File: src/rtl/npu_dot_engine.sv
// npu_dot_engine: INT8 dot-product engine that streams weight and input words
// from a single-port SRAM, multiplies LANES signed byte pairs per word and
// accumulates with saturation into a signed ACC_W-bit result.
// Optional build macro NPU_RELU_EN: when defined, the stored result is
// clamped at zero (max(acc,0)); the sat flag is not affected by that clamp.
module npu_dot_engine #(
    parameter int LANES  = 16,
    parameter int ADDR_W = 10,
    parameter int ACC_W  = 32
) (
    input  logic                    clk,
    input  logic                    rst_n,
    input  logic [7:0]              cfg_addr,
    input  logic [31:0]             cfg_wdata,
    input  logic                    cfg_wr,
    output logic [31:0]             cfg_rdata,
    output logic [ADDR_W-1:0]       sram_addr,
    output logic                    sram_rd,
    input  logic [8*LANES-1:0]      sram_rdata,
    input  logic                    npu_start,
    output logic                    npu_busy,
    output logic                    npu_done,
    output logic [ACC_W-1:0]        result
);

    // A chunk sum of LANES products of two INT8 values needs 16 bits per
    // product plus log2(LANES) growth; the extended adder holds acc + chunk
    // without overflow so the clamp decision is exact.
    localparam int SUM_W = 17 + $clog2(LANES);
    localparam int EXT_W = ACC_W + SUM_W;
    localparam logic signed [ACC_W-1:0] ACC_MAX = {1'b0, {(ACC_W-1){1'b1}}};
    localparam logic signed [ACC_W-1:0] ACC_MIN = {1'b1, {(ACC_W-1){1'b0}}};

    typedef enum logic [2:0] {IDLE, FETCH_W, FETCH_X, CAPT, ACC, FIN} state_t;

    state_t                     r_state;
    state_t                     w_nextState;
    logic [31:0]                r_numElements;
    logic [ADDR_W-1:0]          r_weightBase;
    logic [ADDR_W-1:0]          r_inputBase;
    logic [31:0]                r_remaining;
    logic [ADDR_W-1:0]          r_k;
    logic signed [ACC_W-1:0]    r_acc;
    logic signed [ACC_W-1:0]    r_result;
    logic                       r_sat;
    logic                       r_doneSticky;
    logic [8*LANES-1:0]         r_weights;
    logic [8*LANES-1:0]         r_inputs;

    logic signed [15:0]         w_prod [LANES];
    logic signed [SUM_W-1:0]    w_chunkSum;
    logic signed [EXT_W-1:0]    w_accExt;
    logic signed [ACC_W-1:0]    w_accNext;
    logic                       w_clamp;
    logic signed [ACC_W-1:0]    w_finValue;
    logic                       w_cfgWrite;

    assign result     = r_result;
    assign w_cfgWrite = cfg_wr && (r_state == IDLE);

`ifdef NPU_RELU_EN
    assign w_finValue = r_acc[ACC_W-1] ? '0 : r_acc;
`else
    assign w_finValue = r_acc;
`endif

    // Per-lane signed INT8 x INT8 products of the captured words
    always_comb begin
        for (int i = 0; i < LANES; i++) begin
            w_prod[i] = $signed(r_weights[8*i +: 8]) * $signed(r_inputs[8*i +: 8]);
        end
    end

    // Sum of the products, masking lanes past the end of the vector
    always_comb begin
        w_chunkSum = '0;
        for (int i = 0; i < LANES; i++) begin
            if (32'(i) < r_remaining) begin
                w_chunkSum = w_chunkSum
                           + $signed({{(SUM_W-16){w_prod[i][15]}}, w_prod[i]});
            end
        end
    end

    // Saturating add of the chunk sum into the accumulator
    always_comb begin
        w_accExt  = $signed({{SUM_W{r_acc[ACC_W-1]}}, r_acc})
                  + $signed({{ACC_W{w_chunkSum[SUM_W-1]}}, w_chunkSum});
        w_clamp   = 1'b0;
        w_accNext = w_accExt[ACC_W-1:0];
        if (w_accExt > EXT_W'(ACC_MAX)) begin
            w_accNext = ACC_MAX;
            w_clamp   = 1'b1;
        end else if (w_accExt < EXT_W'(ACC_MIN)) begin
            w_accNext = ACC_MIN;
            w_clamp   = 1'b1;
        end
    end

    // Combinational register read mux
    always_comb begin
        cfg_rdata = '0;
        case (cfg_addr)
            8'h00:   cfg_rdata = r_numElements;
            8'h04:   cfg_rdata = 32'(r_weightBase);
            8'h08:   cfg_rdata = 32'(r_inputBase);
            8'h0C:   cfg_rdata = 32'(r_result);
            8'h10:   cfg_rdata = {29'b0, r_sat, npu_busy, r_doneSticky};
            default: cfg_rdata = '0;
        endcase
    end

    // FSM state register
    always_ff @(posedge clk) begin
        if (!rst_n) begin
            r_state <= IDLE;
        end else begin
            r_state <= w_nextState;
        end
    end

    // FSM next-state logic; remaining > LANES means another chunk follows
    always_comb begin
        w_nextState = r_state;
        case (r_state)
            IDLE:    if (npu_start) w_nextState = (r_numElements == 32'd0) ? FIN : FETCH_W;
            FETCH_W: w_nextState = FETCH_X;
            FETCH_X: w_nextState = CAPT;
            CAPT:    w_nextState = ACC;
            ACC:     w_nextState = (r_remaining > 32'(LANES)) ? FETCH_W : FIN;
            FIN:     w_nextState = IDLE;
            default: w_nextState = IDLE;
        endcase
    end

    // FSM outputs: SRAM strobes/addresses and handshake flags
    always_comb begin
        sram_rd   = 1'b0;
        sram_addr = '0;
        npu_busy  = (r_state != IDLE);
        npu_done  = (r_state == FIN);
        case (r_state)
            FETCH_W: begin
                sram_rd   = 1'b1;
                sram_addr = r_weightBase + r_k;
            end
            FETCH_X: begin
                sram_rd   = 1'b1;
                sram_addr = r_inputBase + r_k;
            end
            default: ;
        endcase
    end

    // Configuration registers, sticky flags and datapath registers
    always_ff @(posedge clk) begin
        if (!rst_n) begin
            r_numElements <= 32'd16;
            r_weightBase  <= '0;
            r_inputBase   <= ADDR_W'(256);
            r_remaining   <= '0;
            r_k           <= '0;
            r_acc         <= '0;
            r_result      <= '0;
            r_sat         <= 1'b0;
            r_doneSticky  <= 1'b0;
            r_weights     <= '0;
            r_inputs      <= '0;
        end else begin
            if (w_cfgWrite && cfg_addr == 8'h00) r_numElements <= cfg_wdata;
            if (w_cfgWrite && cfg_addr == 8'h04) r_weightBase  <= cfg_wdata[ADDR_W-1:0];
            if (w_cfgWrite && cfg_addr == 8'h08) r_inputBase   <= cfg_wdata[ADDR_W-1:0];
            if (cfg_wr && cfg_addr == 8'h10) begin
                r_doneSticky <= 1'b0;
                r_sat        <= 1'b0;
            end
            case (r_state)
                IDLE: begin
                    if (npu_start) begin
                        r_acc       <= '0;
                        r_k         <= '0;
                        r_remaining <= r_numElements;
                    end
                end
                FETCH_X: r_weights <= sram_rdata;
                CAPT:    r_inputs  <= sram_rdata;
                ACC: begin
                    r_acc <= w_accNext;
                    if (w_clamp) r_sat <= 1'b1;
                    r_k <= r_k + 1'b1;
                    if (r_remaining > 32'(LANES)) r_remaining <= r_remaining - 32'(LANES);
                    else                          r_remaining <= '0;
                end
                FIN: begin
                    r_result     <= w_finValue;
                    r_doneSticky <= 1'b1;
                end
                default: ;
            endcase
        end
    end

endmodule

File: config.mk
export PLATFORM = sky130hd
export DESIGN_NAME = npu_dot_engine
export DESIGN_NICKNAME = d
export VERILOG_FILES = /design/src/rtl/npu_dot_engine.sv
export SDC_FILE = /design/constraint.sdc
export NUM_CORES = 2
export LEC_CHECK = 0
export ABC_AREA = 1
export BUFFER_PORTS_ARGS = -buffer_cell sky130_fd_sc_hd__buf_4
export CAP_MARGIN = 10
export CELL_PAD_IN_SITES_DETAIL_PLACEMENT = 1
export CELL_PAD_IN_SITES_GLOBAL_PLACEMENT = 1
export CORE_MARGIN = 4
export CORE_UTILIZATION = 54
export CTS_BUF_LIST = sky130_fd_sc_hd__clkbuf_8
export CTS_CLUSTER_SIZE = 14
export DETAILED_ROUTE_END_ITERATION = 6
export PLACE_DENSITY_LB_ADDON = 0.1
export SLEW_MARGIN = 20
export SYNTH_ARGS = -nofsm -noshare
export SYNTH_HDL_FRONTEND = slang
export SYNTH_SLANG_ARGS = --single-unit
export TNS_END_PERCENT = 50
File: constraint.sdc
create_clock -name clk -period 145.6 [get_ports clk]
set_clock_uncertainty 0.2 [all_clocks]
set_input_delay 29.12 -clock clk [delete_from_list [all_inputs] [get_ports clk]]
set_output_delay 29.12 -clock clk [all_outputs]
set_load 0.05 [all_outputs]
-- Yosys cells after proc, flatten, opt, wreduce, memory -nomap -nowiden
Index checks and enable logic that the tools add are counted.
W data, S select, Z words.
- input bits: 172
- word-level logic and storage cells: 129
- output and inout bits: 77
- bits in registers: 419
- reductions and logical operators: 13
- add/subtract/negate cells: 20
- equality and inequality tests: 10
- mux-type cells: 39
- multiply operators: 16
- $lt $le $gt $ge: 19
- operators with widths (kind ; count):
    $mux W21 ; 16
    $add A21 B16 Y21 ; 15
    $lt A4 B32 Y1 const A ; 8
    $mul A8 B8 Y16 ; 16
    $mux W32 ; 5
    $pmux W32 S5 ; 1
    $lt A3 B32 Y1 const A ; 4
    $pmux W32 S2 ; 2
    $lt A1 B32 Y1 const A ; 2
    $lt A2 B32 Y1 const A ; 2
    $pmux W10 S2 ; 2
    $add A32 B21 Y33 ; 1
    $gt A33 B32 Y1 const B ; 1
    $lt A33 B32 Y1 const B ; 1
    $gt A32 B5 Y1 const B ; 1
    $logic_not A32 Y1 ; 1
    $sub A32 B5 Y32 const B ; 1
    $add A10 B10 Y10 ; 2
    $eq A8 B4 Y1 const B ; 2
    $pmux W3 S5 ; 1
    $add A10 B1 Y10 const B ; 1
    $mux W10 ; 1
    $mux W3 ; 3
    $eq A8 B3 Y1 const B ; 1
    13 further kinds ; 27

-- Longest topological paths before layout
- word-level depth: 38
- mapped depth: 252
- mapped depth without buffers: 250

-- Worst setup path before layout
Ideal clock, no wire load.
- kind: in2out
- start point: input port cfg_addr[7]
- end point: output port cfg_rdata[10]
- path buffers: 1
- arrival time: 31536 ps
- required time: 116280 ps
- setup slack: 84744 ps
- cell stages on the path: 8
- cells stage by stage: nor2_1 > inv_1 > nor3_1 > inv_1 > nor4_1 > inv_2 > clkbuf_1 > o21ai_0
- cells in the longest elaborated chain, start to end: 2
- elaborated cells on any way between the ends: 6
- those cells by class: eq/ne: 4; mux: 1; reduce/logical: 1
- RTL lines (element ; RTL line ; RTL):
    from (decl) ; 13 ; input logic [7:0] cfg_addr,
    $eq A8 B5 Y1 (tied with other cells) ; 103 ; case (cfg_addr)
    $pmux W32 S5 (*) ; 103 ;
    to (decl) ; 16 ; output logic [31:0] cfg_rdata,
Every way passes the cells marked *; elsewhere a longest branch is shown, timed or not.

-- Worst setup path after layout
- start point: input port cfg_addr[1]
- end point: output port cfg_rdata[4]
Same word-level chain as after synthesis.

==> impl_metrics.csv <==
group,metric,value,unit
timing,fin_ws,84.55,ns
logic_synthesis,synth_edf_count,0,
drt,drt_wl_total,265,mm
cts,cts_root_buf,"clkbuf_8",
power,pwr_density_cell,23.4,nW/µm²
die,ios,249,
grt,grt_usage,0.334,
setup_path,max_stage_delay,0.94,ns
power,pwr-share-comb,0.864,
cts,numCtsBuffers,87,
cts,clock_sinks,419,
timing,setup_viol_count_final,0,
setup_path,path_cells,"buf_4 > nor2_1 > inv_1 > nor3_1 > inv_1 > nor2_1 > buf_4 > inv_1 > buf_4 > o21ai_0 > buf_4",
timing,worst_slew_pin_slew,1.15,ns
logic_synthesis,synth_simple_gate_area_frac,0.168,
die,fp-row-count,143,
die,core-area,152000,µm²
setup_path,crit_path_start_kind,"input pin",
logic_synthesis,synthTopCellsByCount,"inv_1, nand2_1, fa_1",
drt,topRoutingLayerUsed,"met5",
cts,clkLatencyLatePin,0.90,ns
flow_run,cap_violations,0,
drt,drc,0,
grt,first_global_vias,78800,
drt,drt_pre_antenna_iters,5,
setup_path,startpoint,"cfg_addr[1]",
timing,maxSlewViolCount,0,
logic_synthesis,synthXorXnorAreaFrac,0.0286,
status,outcome,"complete, no violations",
drt,met1Wirelength,112,mm
timing,period_needed,61.05,ns
setup_path,cp_top_family,"buffers and inverters",
timing,fmax,0.0164,GHz
timing,fin_crit_sh,0.419,
cts,postCtsHoldBufs,0,
power,seqPwrFrac,0.068,
power,swShare,0.580,
grt,antenna_found_initial,11,
finish,layout-drive-gt1-share,0.0545,
logic_synthesis,postSynthAreaPerCell,7.59,µm²
logic_synthesis,synthCells,11000,
drt,vias_per_cell,5.43,
setup_path,critical_path_class,"input pin to output port",
placement,place_ws,84.58,ns
drt,ant_nets,0,
logic_synthesis,synthDistinctLibCells,66,
logic_synthesis,syn_nets,13300,
placement,place_hpwl,224,mm
die,die_area,160000,µm²
setup_path,critical_path_arrival,31.73,ns
logic_synthesis,ys_seq_area_frac,0.101,
min_path,min_from,"r_doneSticky$_SDFFE_PN0P_",
die,die_w,400,µm
setup_path,worst_ep_required_time,116.28,ns
logic_synthesis,syn_area,83100,µm²
drt,wl_per_cell,20.3,µm
finish,fin_nets,13300,
logic_synthesis,ys_ff_latch,419,
finish,fillCellCount,19500,
logic_synthesis,synthArstFlopShare,0,
drt,drt_iter0_drc,4371,
placement,gp_congestion,0.941,
placement,post-place-cells,12800,
logic_synthesis,muxShareOfSynthArea,0.000241,
cts,cts_tree,"built",
drt,via_count,70600,
finish,area_growth,5.97,%
power,p_switching,1.20,mW
logic_synthesis,synth_top_area_cell,"fa_1",
timing,final_hold_viol_count,0,
die,start_util,0.545,
logic_synthesis,synth_top_area_share,0.343,
setup_path,slowest_stage,"o21ai_0",
grt,grt_max_degree,122,
logic_synthesis,synth.top_cells.by_area,"fa_1, inv_1, ha_1, dfxtp_1, nand2_1",
finish,ff_latch_area,8390,µm²
cts,clk_pin_slew,0.06,ns
cts,cts_setup_buffers,0,
grt,grt_pass1_wl,427,mm
grt,grt.overflow.total,0,
logic_synthesis,yosysMostFrequentCell,"inv_1",
setup_path,path_common_cell,"buf_4",
timing,rsz0062_at_grt,"no",
logic_synthesis,ys_warn_count,0,
setup_path,cp_max_fo,20,
power,power_frac_clock,0.069,
setup_path,endpoint_kind,"output port",
logic_synthesis,synth_top_family_by_area,"adder cells",
placement,portBuffers,248,
drt,dr_wl_met3,13.1,mm
logic_synthesis,synth_compound_area_frac,0.0846,
drt,met2WireLength,129,mm
power,p_leak,51.0,nW
cts,cts_max_level,3,
logic_synthesis,ys_dominant_reg_cell,"dfxtp_1",
logic_synthesis,synth_fa_ha_area_frac,0.462,
timing,relSlewSlack,0.227,
timing,tns,0,ns
power,peakVddDrop,23.4,µV
die,fp.dieH,400,µm
cts,cts_max_path_buffers,3,
finish,multi_input_area,61800,µm²
finish,stdcell_count,13000,
setup_path,cp_num_buf_inv,7,
cts,cts_resized,0,
setup_path,rr_startpoint,"r_weights[3]$_SDFFE_PN0P_",
min_path,worstHoldPathType,"flip-flop to flip-flop",
power,p_int,865,µW
## metrics by stage
stage / hold WS, ns / util / cell area, µm² / power [mW]
CTS: 0.269 / 0.578 / 88100 / 2.07
finish: 0.270 / 0.578 / 88100 / 2.06
detailed placement: 0.261 / 0.566 / 86200 / 1.90
global route: 0.306 / 0.578 / 88100 / 2.32
floorplan: 0.226 / - / 83100 / 1.44
global placement: 0.244 / 0.566 / 86200 / 1.79
## area by class of cell
cell class	instances	area share
inverter	2986	0.127
clock buffer	99	0.0155
timing repair buffer	295	0.0252
clock inverter	62	0.00564
tap	2030	0.0288
multi-input combinational	7116	0.702
antenna	5	0.000142
sequential	419	0.0952
## metal layers
metal / vias to the layer above / GRT usage
li1: 32400 / -
met1: 36100 / 0.438
met2: 1691 / 0.572
met3: 408 / 0.0399
met4: 2 / 0.119
met5: - / 0
## flip-flops by register name, indices dropped and copies added (netlist names)
name	count
r_k	10
result	32
r_acc	32
r_inputBase	10
r_sat	1
r_remaining	32
r_weightBase	10
r_state	3
r_inputs	128
r_numElements	32
r_weights	128
r_doneSticky	1
## power groups by stage
stage               clock [mW]  sequential (mW)  combinational, mW
CTS                      0.145            0.139               1.79
global route             0.150            0.140               2.03
detailed placement           0            0.141               1.76
floorplan                    0            0.126               1.31
global placement             0            0.140               1.65
finish                   0.142            0.139               1.78
## worst register-to-register path: cells and delay by family, from the launching register on
| family | cells | cell delay, ns |
|---|---|---|
| XOR/XNOR | 13 | 2.32 |
| adder cells (fa/ha/maj) | 95 | 41.91 |
| buffers and inverters | 28 | 2.51 |
| flip-flops | 1 | 0.53 |
| AO/OA/AOI/OAI | 29 | 6.39 |
| AND/OR/NAND/NOR | 54 | 6.95 |
## layout by cell type (no fill, tap or decap), types with 15 or more instances in the layout
master,synthesis,routed
a211oi_1,20,20
clkbuf_8,0,99
a221oi_1,26,26
buf_4,9,294
fa_1,1425,1425
o211ai_1,18,18
o21ai_1,21,23
nor3_1,38,37
o21ai_0,538,536
a21oi_1,533,533
xor2_1,120,120
xnor2_1,151,151
or2_2,96,96
nor4_1,16,15
ha_1,791,791
nand3_1,412,412
and2_1,66,66
o21bai_1,35,35
nand3b_1,28,28
a31oi_1,17,17
dfxtp_1,419,419
nand2_1,2078,2077
nor2_1,524,521
inv_1,2965,2989
o22ai_1,18,18
nand4_1,28,28
## final timing paths
check | end | slack [ns] | cells after the start
worst max-delay path | cfg_rdata[4] | 84.55 | 11
worst min register to register | r_doneSticky$_SDFFE_PN0P_ | 0.27 | 2
worst min-delay path | r_doneSticky$_SDFFE_PN0P_ | 0.27 | 2
worst max register to register | r_acc[11]$_SDFFE_PN0P_ | 84.70 | 219
## cell families (layout without fill, tap and decap cells)
kind of cell / count (synthesis) / in the layout
compound gates: 1294 / 1294
simple gates: 3333 / 3333
mux: 2 / 2
other cells: 0 / 5
buf+inv: 3423 / 3442
flops: 419 / 419
xor+xnor: 271 / 271
fa+ha+maj: 2216 / 2216
Power figures use the tool's default switching activity.
